`config.mk`:
```
export PLATFORM = sky130hd
export DESIGN_NAME = bcd_to_binary
export DESIGN_NICKNAME = d
export VERILOG_FILES = /design/src/rtl/bcd_pkg.sv /design/src/rtl/bcd_digit_adjust.sv /design/src/rtl/bcd_to_binary.sv
export SDC_FILE = /design/constraint.sdc
export NUM_CORES = 1
export LEC_CHECK = 0
export ABC_AREA = 1
export BUFFER_PORTS_ARGS = -buffer_cell sky130_fd_sc_hd__clkbuf_2
export CAP_MARGIN = 20
export CORE_ASPECT_RATIO = 0.75
export CORE_MARGIN = 2
export CORE_UTILIZATION = 55
export DETAILED_ROUTE_END_ITERATION = 8
export GPL_TIMING_DRIVEN = 0
export PLACE_DENSITY = 0.8
export SYNTH_ARGS = -nofsm -noshare
export SYNTH_HDL_FRONTEND = slang
export SYNTH_HIERARCHICAL = 1
export SYNTH_SLANG_ARGS = --single-unit
```
`constraint.sdc`:
```
create_clock -name clk -period 2.9 [get_ports clk]
set_clock_uncertainty 0.2 [all_clocks]
set_input_delay 0.725 -clock clk [delete_from_list [all_inputs] [get_ports clk]]
set_output_delay 0.725 -clock clk [all_outputs]
set_load 0.005 [all_outputs]
```
`src/rtl/bcd_pkg.sv`:
```
// Shared definitions for the BCD <-> binary converters.
// Holds the FSM encoding, the double-dabble constants and the default sizes.
package bcd_pkg;

    typedef enum logic [0:0] {
        StIdle,
        StConvert
    } bcd_state_e;

    localparam logic [3:0] BCD_DIGIT_MAX = 4'd9;
    localparam logic [3:0] DABBLE_THRESH = 4'd8;
    localparam logic [3:0] DABBLE_ADJ    = 4'd3;

    localparam int unsigned DEFAULT_DIGITS    = 3;
    localparam int unsigned DEFAULT_BIN_WIDTH = 10;

endpackage

```
`src/rtl/bcd_digit_adjust.sv`:
```
// One-digit correction step for reverse double-dabble.
// It subtracts 3 from a nibble that reached 8 or more after the right shift.
module bcd_digit_adjust
    import bcd_pkg::*;
(
    input  logic [3:0] nibble,
    output logic [3:0] adjusted
);

    always_comb begin
        adjusted = nibble;
        if (nibble >= DABBLE_THRESH) begin
            adjusted = nibble - DABBLE_ADJ;
        end
    end

endmodule

```
`src/rtl/bcd_to_binary.sv`:
```
// Sequential reverse double-dabble: packed BCD in, unsigned binary out, one bit per clock.
// The start/busy/done handshake controls each conversion; invalid digits are flagged through err.
module bcd_to_binary
    import bcd_pkg::*;
#(
    parameter int unsigned DIGITS    = DEFAULT_DIGITS,
    parameter int unsigned BIN_WIDTH = DEFAULT_BIN_WIDTH
) (
    input  logic                  clk,
    input  logic                  rst_n,
    input  logic                  start,
    input  logic [DIGITS*4-1:0]   bcd_in,
    output logic                  busy,
    output logic                  done,
    output logic [BIN_WIDTH-1:0]  binary_out,
    output logic                  err
);

    localparam int unsigned BcdW = DIGITS * 4;
    localparam int unsigned RegW = BcdW + BIN_WIDTH;
    localparam int unsigned CntW = $clog2(BIN_WIDTH + 1);

    bcd_state_e           state_q, state_d;
    logic [RegW-1:0]      work_q, work_d;
    logic [CntW-1:0]      cnt_q, cnt_d;
    logic                 done_q, done_d;
    logic                 err_q, err_d;
    logic [BIN_WIDTH-1:0] bin_q, bin_d;

    logic [RegW-1:0]      shifted;
    logic [BcdW-1:0]      adj_bcd;
    logic [RegW-1:0]      stepped;
    logic                 bad_digit;

    assign shifted = work_q >> 1;

    // Every digit is corrected in parallel on the same edge as the shift.
    for (genvar g = 0; g < DIGITS; g++) begin : g_digit
        bcd_digit_adjust u_adjust (
            .nibble  (shifted[BIN_WIDTH + 4*g +: 4]),
            .adjusted(adj_bcd[4*g +: 4])
        );
    end

    assign stepped = {adj_bcd, shifted[BIN_WIDTH-1:0]};

    always_comb begin
        bad_digit = 1'b0;
        for (int i = 0; i < int'(DIGITS); i++) begin
            bad_digit = bad_digit | (bcd_in[4*i +: 4] > BCD_DIGIT_MAX);
        end
    end

    always_comb begin
        state_d = state_q;
        work_d  = work_q;
        cnt_d   = cnt_q;
        done_d  = 1'b0;
        err_d   = err_q;
        bin_d   = bin_q;
        unique case (state_q)
            StIdle: begin
                if (start) begin
                    if (bad_digit) begin
                        bin_d  = '0;
                        err_d  = 1'b1;
                        done_d = 1'b1;
                    end else begin
                        work_d  = {bcd_in, {BIN_WIDTH{1'b0}}};
                        cnt_d   = CntW'(BIN_WIDTH);
                        err_d   = 1'b0;
                        state_d = StConvert;
                    end
                end
            end
            StConvert: begin
                work_d = stepped;
                cnt_d  = cnt_q - CntW'(1);
                if (cnt_q == CntW'(1)) begin
                    bin_d   = stepped[BIN_WIDTH-1:0];
                    done_d  = 1'b1;
                    err_d   = 1'b0;
                    state_d = StIdle;
                end
            end
            default: state_d = StIdle;
        endcase
    end

    always_ff @(posedge clk or negedge rst_n) begin
        if (!rst_n) begin
            state_q <= StIdle;
            work_q  <= '0;
            cnt_q   <= '0;
            done_q  <= 1'b0;
            err_q   <= 1'b0;
            bin_q   <= '0;
        end else begin
            state_q <= state_d;
            work_q  <= work_d;
            cnt_q   <= cnt_d;
            done_q  <= done_d;
            err_q   <= err_d;
            bin_q   <= bin_d;
        end
    end

    assign busy       = (state_q == StConvert);
    assign done       = done_q;
    assign err        = err_q;
    assign binary_out = bin_q;

endmodule
```
* Yosys cells after proc, flatten, opt, wreduce, memory -nomap -nowiden
Cells that the tools add are included.
Widths: inputs -> output; s select.
** Storage, ports and cells
- Memory bits (writable) :: 0
- Bits in latches :: 0
- Memories kept :: 0
- Memory bits (read-only) :: 0
- Flip-flop bits (word level) :: 39
- Output and inout port bits :: 13
- Input bits :: 15
** Cells by class
- Shift-type cells :: 0
- Muxes and demuxes :: 24
- Order comparisons :: 6
- Reductions and logical operators :: 3
- Equality and inequality tests :: 5
- Add/subtract/negate cells :: 4
- Bitwise logic cells :: 3
- Divide/modulo/power cells :: 0
- $mul :: 0
** Operators by type and width (count)
- $mux 22 :: 2
- $pmux 22 s2 :: 1
- $mux 10 :: 3
- $mux 4 :: 5
- $pmux 10 s2 :: 1
- $gt 4x4->1 const B :: 3
- $ge 4x4->1 const B :: 2
- $mux 1 :: 8
- $pmux 4 s2 :: 1
- $sub 4x2->4 const B :: 2
- $ne 2x2->1 const B :: 3
- $pmux 1 s2 :: 3
- $eq 4x1->1 const B :: 1
- $ge 3x4->1 const B :: 1
- $reduce_and 2->1 :: 2
- $sub 3x2->4 const B :: 1
- $sub 4x1->4 const B :: 1
- $reduce_and 3->1 :: 1
- $ne 2x1->1 const B :: 1
- $or 1x1->1 :: 2
- $not 1->1 :: 1

* Longest topological paths before layout
- Depth in word-level cells :: 6
- Gate-level depth with buffers :: 10
- Depth with buffers taken out :: 10

* By module
Netlist, hierarchy kept.
** By module, submodules not included
- bcd_to_binary :: seq. area each 950.9 µm², cells an instance 226, area each 1803.0 µm², times used 1
- bcd_digit_adjust :: seq. area each 0.0 µm², cells an instance 16, area each 88.8 µm², times used 3

* Worst setup path after synthesis
OpenSTA, ideal clock, no wires.
- Path kind :: input port to flip-flop
- From :: input bcd_in[10]
- To :: register work_q[14]
- Setup slack :: 1.160 ns
- Stages :: 9
- Arrival time :: 1.424 ns
- Path buffers :: 1
- Cells stage by stage :: inv_1 nand2_1 nand2_1 nand2_2 nor2_4 nand2_4 buf_6 nand2_1 nand2_1
** On the way
- Longest elaborated chain between the ends :: 4
** RTL lines
- start: declaration :: RTL line bcd_to_binary.sv:12 : input logic [DIGITS*4-1:0] bcd_in,
- $gt 4x4->1 :: RTL line bcd_to_binary.sv:50 : bad_digit = bad_digit | (bcd_in[4*i +: 4] > BCD_DIGIT_MAX);
- $or 1x1->1 :: RTL line bcd_to_binary.sv:50
- $ne 2x2->1 (no line)
- $reduce_and 2->1 (no line)
- end signal: assignment :: RTL line bcd_to_binary.sv:100 : work_q <= work_d;
- end: declaration :: RTL line bcd_to_binary.sv:24 : logic [RegW-1:0] work_q, work_d;
No other way between the ends.
A chain may end at the register's enable or synchronous reset.

* Worst setup path after layout
- From :: register state_q (netlist: busy)
- To :: output busy
** RTL lines
- start: declaration :: RTL line bcd_to_binary.sv:23 : bcd_state_e state_q, state_d;
- start signal: assignment :: RTL line bcd_to_binary.sv:92 : state_q <= StIdle;
- start signal: assignment :: RTL line bcd_to_binary.sv:99 : state_q <= state_d;
- end: declaration :: RTL line bcd_to_binary.sv:13 : output logic busy,
No word-level cell between the ends.

==> insert_results.sql <==
INSERT INTO impl_metrics (metric_group, metric, value, unit) VALUES
('clock_network', 'clk_latency', '290', 'ps'),
('power', 'proportion_of_power_drawn_by_combinational_gates', '29.8', '%'),
('setup_path', 'path_delay_family', 'flip-flops', ''),
('placement', 'io_buffer_count', '27', ''),
('setup_path', 'crit-reg2reg-capture', 'work_q[21]$_DFFE_PN0P_', ''),
('flow_run', 'max_cap_viol_count', '0', ''),
('logic_synthesis', 'netlist_instances', '274', ''),
('grt', 'grt_pass1_wl', '7.48', 'mm'),
('placement', 'dp_hpwl', '3.08', 'mm'),
('timing', 'final-max-slew-violation-count', '0', ''),
('finish', 'final_net_count', '336', ''),
('logic_synthesis', 'syn-cell-area', '2070', 'sq um'),
('logic_synthesis', 'yosys_register_bits', '38', ''),
('grt', 'grt.overflow.total', '0', ''),
('clock_network', 'cts.path.max_buffers', '2', ''),
('route', 'antenna_violating_nets_post_route', '0', ''),
('finish', 'synthesis_to_finish_area_growth', '15.0', '%'),
('power', 'power_frac_seq', '48.8', '%'),
('route', 'violation_count_after_the_first_detailed_routing_iteration', '112', ''),
('grt', 'globalRouteTotalUtil', '22.8', '%'),
('clock_network', 'number_of_clock_sinks', '38', ''),
('route', 'routed-via-count', '1820', ''),
('floorplan', 'fp-row-count', '19', ''),
('timing', 'report.final.hold_viol_count', '0', ''),
('logic_synthesis', 'ys_seq_area_share', '45.9', '%'),
('setup_path', 'cp_arrival', '840', 'ps'),
('finish', 'layout.filler_cells', '308', ''),
('floorplan', 'io-pin-count', '28', ''),
('floorplan', 'die_height', '57.1', 'microns'),
('timing', 'max_slew.worst_pin.slew', '927', 'ps'),
('setup_path', 'critPathKind', 'reg -> out', ''),
('power', 'switching_share', '37.5', '%'),
('clock_network', 'post-cts-setup-buffer-count', '0', ''),
('hold_path', 'hold_path.startpoint', 'work_q[1]$_DFFE_PN0P_', ''),
('timing', 'fmaxAchievable', '567', 'MHz'),
('grt', 'grt_start_max_net_pins', '39', ''),
('route', 'firstDrtPassIters', '4', ''),
('finish', 'fin_cells', '366', ''),
('setup_path', 'crit_end_element', 'primary output', ''),
('clock_network', 'cts.clk_slew.worst_paths', '70', 'ps'),
('timing', 'layout_min_cycle_time', '1760', 'ps'),
('clock_network', 'cts_inserted_buffers', '5', ''),
('setup_path', 'path_cells', 'clkbuf_2', ''),
('hold_path', 'hold_path_depth', '2', ''),
('setup_path', 'regToRegStartpoint', 'busy$_DFF_PN0_', ''),
('power', 'total_switching_power', '0.000648', 'W'),
('setup_path', 'critPathMaxStageDelay', '420', 'ps'),
('clock_network', 'tritoncts', 'yes', ''),
('hold_path', 'worst_hold_path_type', 'reg -> reg', ''),
('power', 'p_leak', '1.38', 'nW'),
('clock_network', 'ctsRootBufferMaster', 'sky130_fd_sc_hd__clkbuf_8', ''),
('route', 'routedWlPerCell', '11.5', 'microns'),
('power', 'clock_power_share', '21.5', '%'),
('setup_path', 'critical-path-slowest-cell', 'sky130_fd_sc_hd__dfrtp_1', ''),
('finish', 'num_antenna_cells', '0', ''),
('route', 'via_per_inst', '4.97', ''),
('finish', 'sequential_cell_area', '951', 'sq um'),
('timing', 'setup_repair_after_global_routing_missed_its_margin', 'false', ''),
('run_status', 'outcome', 'finished, final reports clean', ''),
('placement', 'placedCellCount', '358', ''),
('timing', 'slew_headroom', '38.2', '%'),
('setup_path', 'critPathMaxFanout', '4', ''),
('setup_path', 'crit_path_start_kind', 'register', ''),
('logic_synthesis', 'yosys_warnings', '6', ''),
('setup_path', 'crit_buf_inv', '1', ''),
('logic_synthesis', 'postSynthAreaPerCell', '7.55', 'sq um'),
('setup_path', 'reg2reg_slack', '1210', 'ps'),
('power', 'power.density_cell_area', '727', 'nW/um^2'),
('logic_synthesis', 'synth.distinct_cells', '21', ''),
('floorplan', 'floorplan.initialDensity', '56.9', '%'),
('timing', 'final.hold.worst_slack', '288', 'ps');
-- flip-flops by register name, indices dropped and copies added, names as in the netlist --
register    count
err             1
binary_out     10
cnt_q           4
work_q         21
busy            1
done            1
-- worst max path at each step --
stage                         startpoint                      to  cells past startpoint
after floorplan               bcd_in[10]  work_q[14]$_DFFE_PN0P_                      9
after global placement         bcd_in[1]  work_q[19]$_DFFE_PN0P_                     10
after detailed placement       bcd_in[1]  work_q[21]$_DFFE_PN0P_                     10
after CTS                 busy$_DFF_PN0_                    busy                      1
after global routing      busy$_DFF_PN0_  work_q[21]$_DFFE_PN0P_                      9
final                     busy$_DFF_PN0_                    busy                      1
-- power by group through the flow --
stage | clock (W) | sequential, W | combinational, W
after global routing | 0.000395 | 0.000868 | 0.000611
after detailed placement | 0 | 0.000851 | 0.000514
after global placement | 0 | 0.000842 | 0.000490
after CTS | 0.000376 | 0.000841 | 0.000518
after floorplan | 0 | 0.000810 | 0.000397
final | 0.000372 | 0.000844 | 0.000515
-- stage by stage --
step | utilization, % | setup WS, ps | instance area, sq um | power (W)
finish | 65.4 | 1140 | 2380 | 0.00173
global route | 65.4 | 1090 | 2380 | 0.00187
CTS | 65.4 | 1130 | 2380 | 0.00173
detailed placement | 62.9 | 898 | 2290 | 0.00136
global placement | 62.9 | 928 | 2290 | 0.00133
floorplan | - | 1160 | 2090 | 0.00121
-- layer usage --
layer	up-vias	GRT usage [%]	part of all wire [%]
met5	-	0	0
met4	0	4.85	0.93
met3	4	5.12	5.8
met2	44	34.2	46
met1	855	34.1	48
li1	917	-	-
-- Yosys cell counts, drive strengths merged --
cell    number  share of area [%]
dfrtp       38                 46
nand3b       4                1.5
clkbuf       4               0.73
nor3         1               0.48
inv         31                5.6
o21ai       12                2.9
conb         1               0.18
nand2      114                 21
ha           8                4.8
nor2         6                1.5
xor2         3                1.3
or2          1               0.30
nand3       37                8.9
a21oi        3               0.73
a21boi       3                1.1
buf          8                2.8
-- cells by family (layout without fill, tap and decap cells) --
kind of cell             Yosys count  in the layout  synth area share [%]
flip-flops                        38             38                  45.9
buffers and inverters             43             78                  9.13
adder cells (fa/ha/maj)            8              8                  4.84
AND/OR/NAND/NOR                  163            163                  33.9
other                              1              6                 0.181
XOR/XNOR                           3              3                  1.27
AO/OA/AOI/OAI                     18             18                  4.72
-- area by class of cell --
class | count | share of cell area (%)
Sequential cell | 38 | 40.0
Buffer | 12 | 3.05
Clock buffer | 7 | 3.63
Multi-Input combinational cell | 198 | 39.9
Inverter | 31 | 4.89
Timing Repair Buffer | 27 | 5.68
Tap cell | 52 | 2.73
Clock inverter | 1 | 0.210
Power figures use the tool's default switching activity.
